[src/rtl/stream_cmp_pkg.sv]
// Shared types and defaults for the stream compare controller.
//   state_e  : controller FSM states
//   DefDw    : default data word width of both streams
//   DefLenW  : default width of length, index and mismatch-count fields
package stream_cmp_pkg;

    localparam int unsigned DefDw   = 4;
    localparam int unsigned DefLenW = 8;

    typedef enum logic [1:0] {
        StIdle = 2'd0,
        StRun  = 2'd1,
        StDone = 2'd2
    } state_e;

endpackage

[src/rtl/stream_cmp_ctrl_if.sv]
// Joint A/B stream bundle feeding the compare controller.
//   a_vld/a_data/a_rdy : stream A valid, word, accept
//   b_vld/b_data/b_rdy : stream B valid, word, accept
//   master : producer side (drives valid/data, sees ready)
//   slave  : controller side (sees valid/data, drives ready)
interface stream_cmp_ctrl_if
    import stream_cmp_pkg::*;
#(
    parameter int unsigned DW = DefDw
);

    logic          a_vld;
    logic [DW-1:0] a_data;
    logic          a_rdy;
    logic          b_vld;
    logic [DW-1:0] b_data;
    logic          b_rdy;

    modport master (
        output a_vld, a_data, b_vld, b_data,
        input  a_rdy, b_rdy
    );

    modport slave (
        input  a_vld, a_data, b_vld, b_data,
        output a_rdy, b_rdy
    );

endinterface

[src/rtl/word_eq_cmp.sv]
// Shared word comparator.
//   a, b    : words to compare
//   eq_log  : logical equality (X when either side carries X/Z in a deciding bit)
//   eq_case : case equality (exact 4-state match, never X)
module word_eq_cmp
    import stream_cmp_pkg::*;
#(
    parameter int unsigned DW = DefDw
) (
    input  logic [DW-1:0] a,
    input  logic [DW-1:0] b,
    output logic          eq_log,
    output logic          eq_case
);

    assign eq_log  = (a == b);
    assign eq_case = (a === b);

endmodule

[src/rtl/stream_cmp_ctrl.sv]
// Compare controller: after start, consumes len word pairs from streams A and B
// through one shared comparator, counting mismatches, recording the first
// mismatching index and flagging X/Z contamination.
//   clk, rst             : clock, synchronous active-high reset
//   start, len           : launch a run of len pairs (sampled in IDLE only)
//   abort                : end the current run early (RUN only)
//   strm                 : A/B valid/data in, joint ready out
//   busy, done, pass     : run in progress, one-cycle finish pulse, clean result
//   mis_cnt              : saturating mismatch count
//   first_idx, first_vld : index of the first mismatch and its valid flag
//   xz_seen              : some accepted pair compared as X
module stream_cmp_ctrl
    import stream_cmp_pkg::*;
#(
    parameter int unsigned DW    = DefDw,
    parameter int unsigned LEN_W = DefLenW
) (
    input  logic             clk,
    input  logic             rst,
    input  logic             start,
    input  logic [LEN_W-1:0] len,
    input  logic             abort,
    stream_cmp_ctrl_if.slave strm,
    output logic             busy,
    output logic             done,
    output logic             pass,
    output logic [LEN_W-1:0] mis_cnt,
    output logic [LEN_W-1:0] first_idx,
    output logic             first_vld,
    output logic             xz_seen
);

    state_e           state_q, state_d;
    logic [LEN_W-1:0] len_q, len_d;
    logic [LEN_W-1:0] idx_q, idx_d;
    logic [LEN_W-1:0] mis_cnt_q, mis_cnt_d;
    logic [LEN_W-1:0] first_idx_q, first_idx_d;
    logic             first_vld_q, first_vld_d;
    logic             xz_seen_q, xz_seen_d;
    logic             pass_q, pass_d;

    logic             eq_log;
    logic             eq_case;
    logic             accept;
    logic             mismatch;
    logic             xz_hit;
    logic [LEN_W-1:0] idx_inc;

    word_eq_cmp #(
        .DW (DW)
    ) u_word_eq_cmp (
        .a       (strm.a_data),
        .b       (strm.b_data),
        .eq_log  (eq_log),
        .eq_case (eq_case)
    );

    // Joint handshake: neither stream is consumed unless both are valid.
    assign accept      = (state_q == StRun) && strm.a_vld && strm.b_vld;
    assign strm.a_rdy  = accept;
    assign strm.b_rdy  = accept;

    // An X equality result counts as a mismatch; case inequality keeps the
    // decision 2-valued in 4-state simulation.
    assign mismatch = accept && (eq_log !== 1'b1);
    assign xz_hit   = accept && (eq_log !== eq_case);
    assign idx_inc  = idx_q + LEN_W'(1);

    always_comb begin
        state_d     = state_q;
        len_d       = len_q;
        idx_d       = idx_q;
        mis_cnt_d   = mis_cnt_q;
        first_idx_d = first_idx_q;
        first_vld_d = first_vld_q;
        xz_seen_d   = xz_seen_q;
        pass_d      = pass_q;

        unique case (state_q)
            StIdle: begin
                if (start) begin
                    len_d       = len;
                    idx_d       = '0;
                    mis_cnt_d   = '0;
                    first_idx_d = '0;
                    first_vld_d = 1'b0;
                    xz_seen_d   = 1'b0;
                    if (len == '0) begin
                        // Empty run finishes clean with no pairs consumed.
                        state_d = StDone;
                        pass_d  = 1'b1;
                    end else begin
                        state_d = StRun;
                        pass_d  = 1'b0;
                    end
                end
            end
            StRun: begin
                if (accept) begin
                    if (mismatch) begin
                        if (mis_cnt_q != '1) begin
                            mis_cnt_d = mis_cnt_q + LEN_W'(1);
                        end
                        if (!first_vld_q) begin
                            first_idx_d = idx_q;
                            first_vld_d = 1'b1;
                        end
                    end
                    if (xz_hit) begin
                        xz_seen_d = 1'b1;
                    end
                    idx_d = idx_inc;
                    if (idx_inc == len_q) begin
                        state_d = StDone;
                    end
                end
                if (abort) begin
                    state_d = StDone;
                end
                // Result is settled on entry to DONE so it shows with the done pulse.
                if (state_d == StDone) begin
                    pass_d = (mis_cnt_d == '0) && !abort;
                end
            end
            StDone: begin
                state_d = StIdle;
            end
            default: begin
                state_d = StIdle;
            end
        endcase
    end

    always_ff @(posedge clk) begin
        if (rst) begin
            state_q     <= StIdle;
            len_q       <= '0;
            idx_q       <= '0;
            mis_cnt_q   <= '0;
            first_idx_q <= '0;
            first_vld_q <= 1'b0;
            xz_seen_q   <= 1'b0;
            pass_q      <= 1'b0;
        end else begin
            state_q     <= state_d;
            len_q       <= len_d;
            idx_q       <= idx_d;
            mis_cnt_q   <= mis_cnt_d;
            first_idx_q <= first_idx_d;
            first_vld_q <= first_vld_d;
            xz_seen_q   <= xz_seen_d;
            pass_q      <= pass_d;
        end
    end

    assign busy      = (state_q == StRun);
    assign done      = (state_q == StDone);
    assign pass      = pass_q;
    assign mis_cnt   = mis_cnt_q;
    assign first_idx = first_idx_q;
    assign first_vld = first_vld_q;
    assign xz_seen   = xz_seen_q;

endmodule

[src/flat_wrapper.sv]
// flat-port wrapper written by rule: the top's interface ports become plain ports
module stream_cmp_ctrl_flat import stream_cmp_pkg::*;
#(
    parameter int unsigned DW    = DefDw,
    parameter int unsigned LEN_W = DefLenW
)
  (clk, rst, start, len, abort, busy, done, pass, mis_cnt, first_idx, first_vld, xz_seen, strm_a_vld, strm_a_data, strm_b_vld, strm_b_data, strm_a_rdy, strm_b_rdy);
  stream_cmp_ctrl_if #(.DW(DW)) strm_i ();
  input  logic clk;
  input  logic rst;
  input  logic start;
  input  logic [LEN_W-1:0] len;
  input  logic abort;
  output logic busy;
  output logic done;
  output logic pass;
  output logic [LEN_W-1:0] mis_cnt;
  output logic [LEN_W-1:0] first_idx;
  output logic first_vld;
  output logic xz_seen;
  input wire logic [$bits(strm_i.a_vld)-1:0] strm_a_vld;
  input wire logic [$bits(strm_i.a_data)-1:0] strm_a_data;
  input wire logic [$bits(strm_i.b_vld)-1:0] strm_b_vld;
  input wire logic [$bits(strm_i.b_data)-1:0] strm_b_data;
  output wire logic [$bits(strm_i.a_rdy)-1:0] strm_a_rdy;
  output wire logic [$bits(strm_i.b_rdy)-1:0] strm_b_rdy;
  assign strm_i.a_vld = strm_a_vld;
  assign strm_i.a_data = strm_a_data;
  assign strm_i.b_vld = strm_b_vld;
  assign strm_i.b_data = strm_b_data;
  assign strm_a_rdy = strm_i.a_rdy;
  assign strm_b_rdy = strm_i.b_rdy;
  stream_cmp_ctrl #(.DW(DW), .LEN_W(LEN_W)) u_core (.clk(clk), .rst(rst), .start(start), .len(len), .abort(abort), .strm(strm_i), .busy(busy), .done(done), .pass(pass), .mis_cnt(mis_cnt), .first_idx(first_idx), .first_vld(first_vld), .xz_seen(xz_seen));
endmodule
[config.mk]
export PLATFORM = sky130hd
export DESIGN_NAME = stream_cmp_ctrl_flat
export DESIGN_NICKNAME = d
export VERILOG_FILES = /design/src/rtl/stream_cmp_pkg.sv /design/src/rtl/stream_cmp_ctrl_if.sv /design/src/rtl/word_eq_cmp.sv /design/src/rtl/stream_cmp_ctrl.sv /design/src/flat_wrapper.sv
export SDC_FILE = /design/constraint.sdc
export NUM_CORES = 1
export LEC_CHECK = 0
export ABC_CLOCK_PERIOD_IN_PS = 6200
export CORE_MARGIN = 5
export CORE_UTILIZATION = 45
export CTS_CLUSTER_DIAMETER = 50
export DETAILED_ROUTE_END_ITERATION = 16
export GPL_TIMING_DRIVEN = 0
export PLACE_DENSITY_LB_ADDON = 0.05
export REMOVE_ABC_BUFFERS = 1
export SYNTH_ARGS = -nofsm -noshare
export SYNTH_HDL_FRONTEND = slang
export SYNTH_SLANG_ARGS = --single-unit
[constraint.sdc]
create_clock -name clk -period 6.2 [get_ports clk]
set_input_delay 1.24 -clock clk [delete_from_list [all_inputs] [get_ports clk]]
set_output_delay 1.24 -clock clk [all_outputs]
set_load 0.01 [all_outputs]
==> flow_metrics.env, run 1 <==
export IMPL_yosys_top_cells_area="dfxtp_1 (38%), nand2_1 (6.8%), nor2_1 (6.6%)"
export IMPL_yosysWarningCount=0
export IMPL_cts_resized=0
export IMPL_endpoint_kind="output port"
export IMPL_first_global_vias=1692
export IMPL_synth_avg_cell_area_um2=7.938
export IMPL_coreArea_um2=4086
export IMPL_wl_per_cell_um=14.34
export IMPL_synth_edff_count=0
export IMPL_drv_slew=0
export IMPL_maxSlewHeadroom=0.4174
export IMPL_io_pins=45
export IMPL_outcome="finished, final reports clean"
export IMPL_fillers=395
export IMPL_drtPass1Iterations=5
export IMPL_synth_common_cells="dfxtp_1 (37), nand2_1 (35), nor2_1 (34), a21oi_1 (20), xnor2_1 (11)"
export IMPL_vias_per_cell=5.751
export IMPL_max_freq_mhz=233.0
export IMPL_cts_tree="yes"
export IMPL_slowest_stage="clkdlybuf4s50_1"
export IMPL_crit_chain="clkdlybuf4s50_1 > nand4b_1 > clkinv_1 > clkdlybuf4s50_1"
export IMPL_async_flop_share=0
export IMPL_synthAdderAreaFrac=0.01292
export IMPL_hold_class="register to register"
export IMPL_arrival_ns=3.05
export IMPL_min_period_ns=4.292
export IMPL_min_period_over_period=0.6922
export IMPL_synth_compound_gate_area_share=0.2209
export IMPL_nets=306
export IMPL_numPortBuffers=44
export IMPL_cp_start_kind="input port"
export IMPL_crit_path_frequent_cell="clkdlybuf4s50_1"
export IMPL_ys_types=49
export IMPL_synth_area_um2=1937
export IMPL_p_leak_nw=0.8552
export IMPL_drc=0
export IMPL_gp_congestion=0.8562
export IMPL_path_class="input port to output port"
export IMPL_area_growth_pct=27.58
export IMPL_detail_route_antenna_nets=0
export IMPL_finalClockSkew_ns=0.004717
export IMPL_cts_root_buf="clkbuf_8"
export IMPL_power_density_nw_per_um2=201.1
export IMPL_route_vias_total=1915
export IMPL_synth_top_area_frac=0.3824
export IMPL_fin_area_um2=2471
export IMPL_synthSimpleGateAreaFrac=0.2694
export IMPL_layout_drive_gt1_share=0.06714
export IMPL_setup_viol_count_final=0
export IMPL_ctsHoldBuffers=0
export IMPL_clk_pin_slew_worst_paths_ns=0.07
export IMPL_synth_ff_type="dfxtp_1"
export IMPL_die_area_um2=5716
export IMPL_slowest_delay_ns=0.58
export IMPL_crit_required_ns=4.96
export IMPL_start_util=0.4740
export IMPL_drt_iter0_markers=167
export IMPL_worst_pin_slew_ns=0.8626
export IMPL_clk_latency_ns=0.28
export IMPL_grt_pass1_wl_mm=7.817
export IMPL_die_w_um=75.61
export IMPL_rows=23
export IMPL_fin_setup_tns_ns=0
export IMPL_cap_violations=0
export IMPL_yosys_register_bits=37
export IMPL_overflow=0
export IMPL_grt_use_total=0.1766
export IMPL_postCtsSetupRepairBufs=0
export IMPL_die_h_um=75.61
export IMPL_yosys_area_share_xor_xnor=0.06783
export IMPL_clockBufferDepth=2
export IMPL_antennaDiodeCount=0
export IMPL_cts_buffers=5
export IMPL_syn_inst=244
export IMPL_hold_viol=0
export IMPL_htree_levels=2
export IMPL_drt_wl_total_mm=4.774
export IMPL_synth_most_common_cell="dfxtp_1"
export IMPL_clock_sinks=37
export IMPL_ys_seq_area_frac=0.3824
export IMPL_hpwl_mm=3.388
export IMPL_synth_top_family_by_area="simple AND/OR/NAND/NOR gates"
export IMPL_worst_path_max_fanout=12
export IMPL_ir_drop_mv=0.1212
export IMPL_rsz0062_at_grt="false"
export IMPL_muxShareOfSynthArea=0.005168
export IMPL_place_area_um2=2375
export IMPL_synth_largest_area_cell="dfxtp_1"
export IMPL_antenna_found_initial=0
export IMPL_grt_max_degree=38
-- worst max-delay path: cells and delay by family --
family	cells	cell delay [ns]
buffers and inverters	3	1.37
and+or+nand+nor	1	0.44
-- cells in the final DEF, fill, tap and decap left out, drive strengths merged, types with 3 or more instances in the layout --
cell type       n
a21oi          20
clkbuf          7
o21ai          11
nand3           8
xor2            4
and4            3
inv             3
a211oi          3
nor2           34
xnor2          11
nor3            4
and2            6
dfxtp          37
a22oi           9
clkdlybuf4s50  43
nor4            5
a311oi          4
nand2          35
-- final timing paths --
path | from | end | slack, ns | depth (start not counted)
worst max-delay path | strm_a_vld | strm_b_rdy | 1.91 | 4
worst min-delay path | u_core.len_q[4] | u_core.len_q[4] | 0.47 | 2
worst min register to register | u_core.len_q[4] | u_core.len_q[4] | 0.47 | 2
worst max register to register | u_core.state_q[0] | u_core.first_idx[2] | 2.91 | 6
-- report_power, final --
part	switching [W]	internal, W	leakage (nW)	total [W]
sequential	0.00000494	0.000243	0.300	0.000248
combinational	0.0000341	0.0000296	0.501	0.0000637
clock	0.0000849	0.000101	0.0542	0.000185
total	0.000124	0.000373	0.855	0.000497
-- kinds of logic (layout without fill, tap and decap cells) --
logic type	Yosys count	after routing
fa+ha+maj	2	2
xor+xnor	15	15
compound gates	63	63
mux	1	1
flops	37	37
simple gates	109	109
buf+inv	17	56
-- final cells by class --
| class | instances | area, um^2 | share of cell area |
|---|---|---|---|
| sequential | 37 | 740.7 | 0.2997 |
| clock inverter | 1 | 5.005 | 0.002025 |
| tap | 50 | 62.56 | 0.02532 |
| clock buffer | 7 | 96.34 | 0.03899 |
| inverter | 4 | 15.01 | 0.006076 |
| timing repair buffer | 44 | 435.4 | 0.1762 |
| multi-input combinational | 190 | 1116 | 0.4516 |
-- per-layer routing --
metal,share of wire,global-route usage
met1,0.45,0.2289
met2,0.49,0.2982
met3,0.044,0.03298
met4,0.012,0.05243
met5,0,0
-- through the flow --
step             util   power, W  std cells  hold slack (ns)  setup slack [ns]
2_1_floorplan       -  0.0002857        231           0.4418             3.063
3_3_place_gp   0.5811  0.0003173        325           0.4580             1.704
3_5_place_dp   0.5811  0.0003180        325           0.4631             1.711
4_1_cts        0.6059  0.0005029        333           0.4737             1.884
5_1_grt        0.6047  0.0005191        333           0.4899             1.671
6_report       0.6047  0.0004969        333           0.4728             1.908
-- state kept, by name, summed over array words and instances (netlist names) --
register and cells:
u_core.first_idx 8, u_core.first_vld 1, u_core.idx_q 8, u_core.len_q 8, u_core.mis_cnt 8, u_core.pass 1
u_core.state_q 2, u_core.xz_seen 1
(Power assumes the default switching activity.)
==> run 2, diff against run 1 <==
- ABC_CLOCK_PERIOD_IN_PS: 6200 -> 3800
- clock period: 6.2 -> 3.8 ns (I/O delays scaled with it)
==> run 2 against run 1 <==
Compared with the run above:
- largest power group unchanged
- routed wire length increased by 0.98%
- sequential share of layout area decreased by 0.091 points
- total power increased by 64%
- worst setup slack got worse by 1.6 ns
- non-clock buffer count unchanged
- clock power increased by 64%
- combinational power increased by 65%
- register-to-register slack got worse by 2.2 ns
- critical path type is now input port to register
- flip-flop and latch count unchanged
==> flow_metrics.env, run 2 (same netlist as run 1, synthesis figures left out) <==
export IMPL_outcome="finished, final reports clean"
export IMPL_crit_required_ns=3.95
export IMPL_drv_slew=0
export IMPL_path_class="input port to register"
export IMPL_finalClockSkew_ns=0.003222
export IMPL_layout_cells_non_filler=333
export IMPL_power_density_nw_per_um2=328.0
export IMPL_holdPathStages=2
export IMPL_worst_pin_slew_ns=0.7464
export IMPL_endpoint_kind="register"
export IMPL_cts_buffers=5
export IMPL_worst_path_max_fanout=12
export IMPL_clockBufferDepth=2
export IMPL_die_area_um2=5716
export IMPL_antenna_found_initial=0
export IMPL_p_leak_nw=0.8557
export IMPL_die_h_um=75.61
export IMPL_min_period_over_period=0.9182
export IMPL_clock_sinks=37
export IMPL_clk_pin_slew_worst_paths_ns=0.07
export IMPL_first_global_vias=1692
export IMPL_grt_pass1_wl_mm=7.817
export IMPL_clk_latency_ns=0.28
export IMPL_rsz0062_at_grt="false"
export IMPL_grt_max_degree=38
export IMPL_postCtsSetupRepairBufs=0
export IMPL_die_w_um=75.61
export IMPL_layout_common_cells="clkdlybuf4s50_1 (43), dfxtp_1 (37), nand2_1 (35)"
export IMPL_final_common_cell="clkdlybuf4s50_1"
export IMPL_arrival_ns=3.64
export IMPL_setup_slack_ns=0.3109
export IMPL_layout_drive_gt1_share=0.07067
export IMPL_dp_cells=325
export IMPL_setup_viol_count_final=0
export IMPL_gp_congestion=0.8562
export IMPL_grt_use_total=0.1766
export IMPL_hold_viol=0
export IMPL_fin_area_um2=2479
export IMPL_hold_class="register to register"
export IMPL_place_area_um2=2375
export IMPL_drt_wl_total_mm=4.821
export IMPL_cts_tree="yes"
export IMPL_route_vias_total=1908
export IMPL_rows=23
export IMPL_vias_per_cell=5.730
export IMPL_hpwl_mm=3.388
export IMPL_overflow=0
export IMPL_coreArea_um2=4086
export IMPL_numPortBuffers=44
export IMPL_critPathLaunch="strm_a_vld"
export IMPL_p_total_w=0.0008130
export IMPL_antennaDiodeCount=0
export IMPL_detail_route_antenna_nets=0
export IMPL_cap_violations=0
export IMPL_area_growth_pct=27.97
export IMPL_cts_root_buf="clkbuf_8"
export IMPL_io_pins=45
export IMPL_maxSlewHeadroom=0.5014
export IMPL_holdCritStartpoint="u_core.len_q[4]"
export IMPL_drc=0
export IMPL_rr_worst_depth=6
export IMPL_ir_drop_mv=0.1987
export IMPL_start_util=0.4740
export IMPL_drtPass1Iterations=4
export IMPL_htree_levels=2
export IMPL_cp_start_kind="input port"
export IMPL_drt_iter0_markers=167
export IMPL_wl_per_cell_um=14.48
export IMPL_max_freq_mhz=286.6
export IMPL_r2r_start="u_core.state_q[0]"
export IMPL_min_period_ns=3.489
export IMPL_dp_slack_ns=-0.2092
export IMPL_fin_setup_tns_ns=0
export IMPL_nets=306
==> run 2: cell counts in the layout (fill, tap and decap cells not counted) <==
Identical to the previous run, type by type.
==> run 2: metal layers <==
metal	track usage	share of wire	routed length [um]	up-vias
li1	-	-	-	955
met1	0.2289	0.46	2210	902
met2	0.2982	0.48	2336	46
met3	0.03298	0.045	216	5
met4	0.05243	0.012	58	0
met5	0	0	0	-
==> run 2: what timing repair did <==
item,in CTS,in global routing
resized for setup,0,1
hold buffers,0,0
setup endpoints to repair,0,8
hold endpoints to repair,0,0
==> run 2: final timing paths <==
path	endpoint	slack, ns
worst min-delay path	u_core.len_q[4]	0.47
worst max register to register	u_core.first_idx[2]	0.74
worst max-delay path	u_core.first_idx[2]	0.31
worst min register to register	u_core.len_q[4]	0.47
==> run 2: stage by stage <==
| stage | hold WS, ns | util |
|---|---|---|
| 2_1_floorplan | 0.4418 | - |
| 3_5_place_dp | 0.4631 | 0.5811 |
| 3_3_place_gp | 0.4580 | 0.5811 |
| 4_1_cts | 0.4737 | 0.6059 |
| 6_report | 0.4728 | 0.6066 |
| 5_1_grt | 0.4899 | 0.6066 |
==> run 2: final cells by class <==
| type | instances | area, um^2 |
|---|---|---|
| Fill cell | 394 | 1608 |
| Multi-Input combinational cell | 190 | 1124 |
| Sequential cell | 37 | 740.7 |
| Timing Repair Buffer | 44 | 435.4 |
| Clock buffer | 7 | 96.34 |
| Tap cell | 50 | 62.56 |
| Inverter | 4 | 15.01 |
| Clock inverter | 1 | 5.005 |
==> run 2: worst max-delay path, cell delays in order <==
cell,delay (ns)
clkdlybuf4s50_1,0.46
nand4b_1,0.46
a41oi_2,0.63
nor2b_1,0.67
o21ai_1,0.35
a32oi_1,0.24
nor2_1,0.06
==> run 2: power by group <==
part	leakage [nW]	total [W]	switching, W	internal [W]
clock	0.0542	0.000304	0.000140	0.000164
sequential	0.300	0.000404	0.00000810	0.000396
combinational	0.502	0.000105	0.0000567	0.0000484
total	0.856	0.000813	0.000204	0.000609
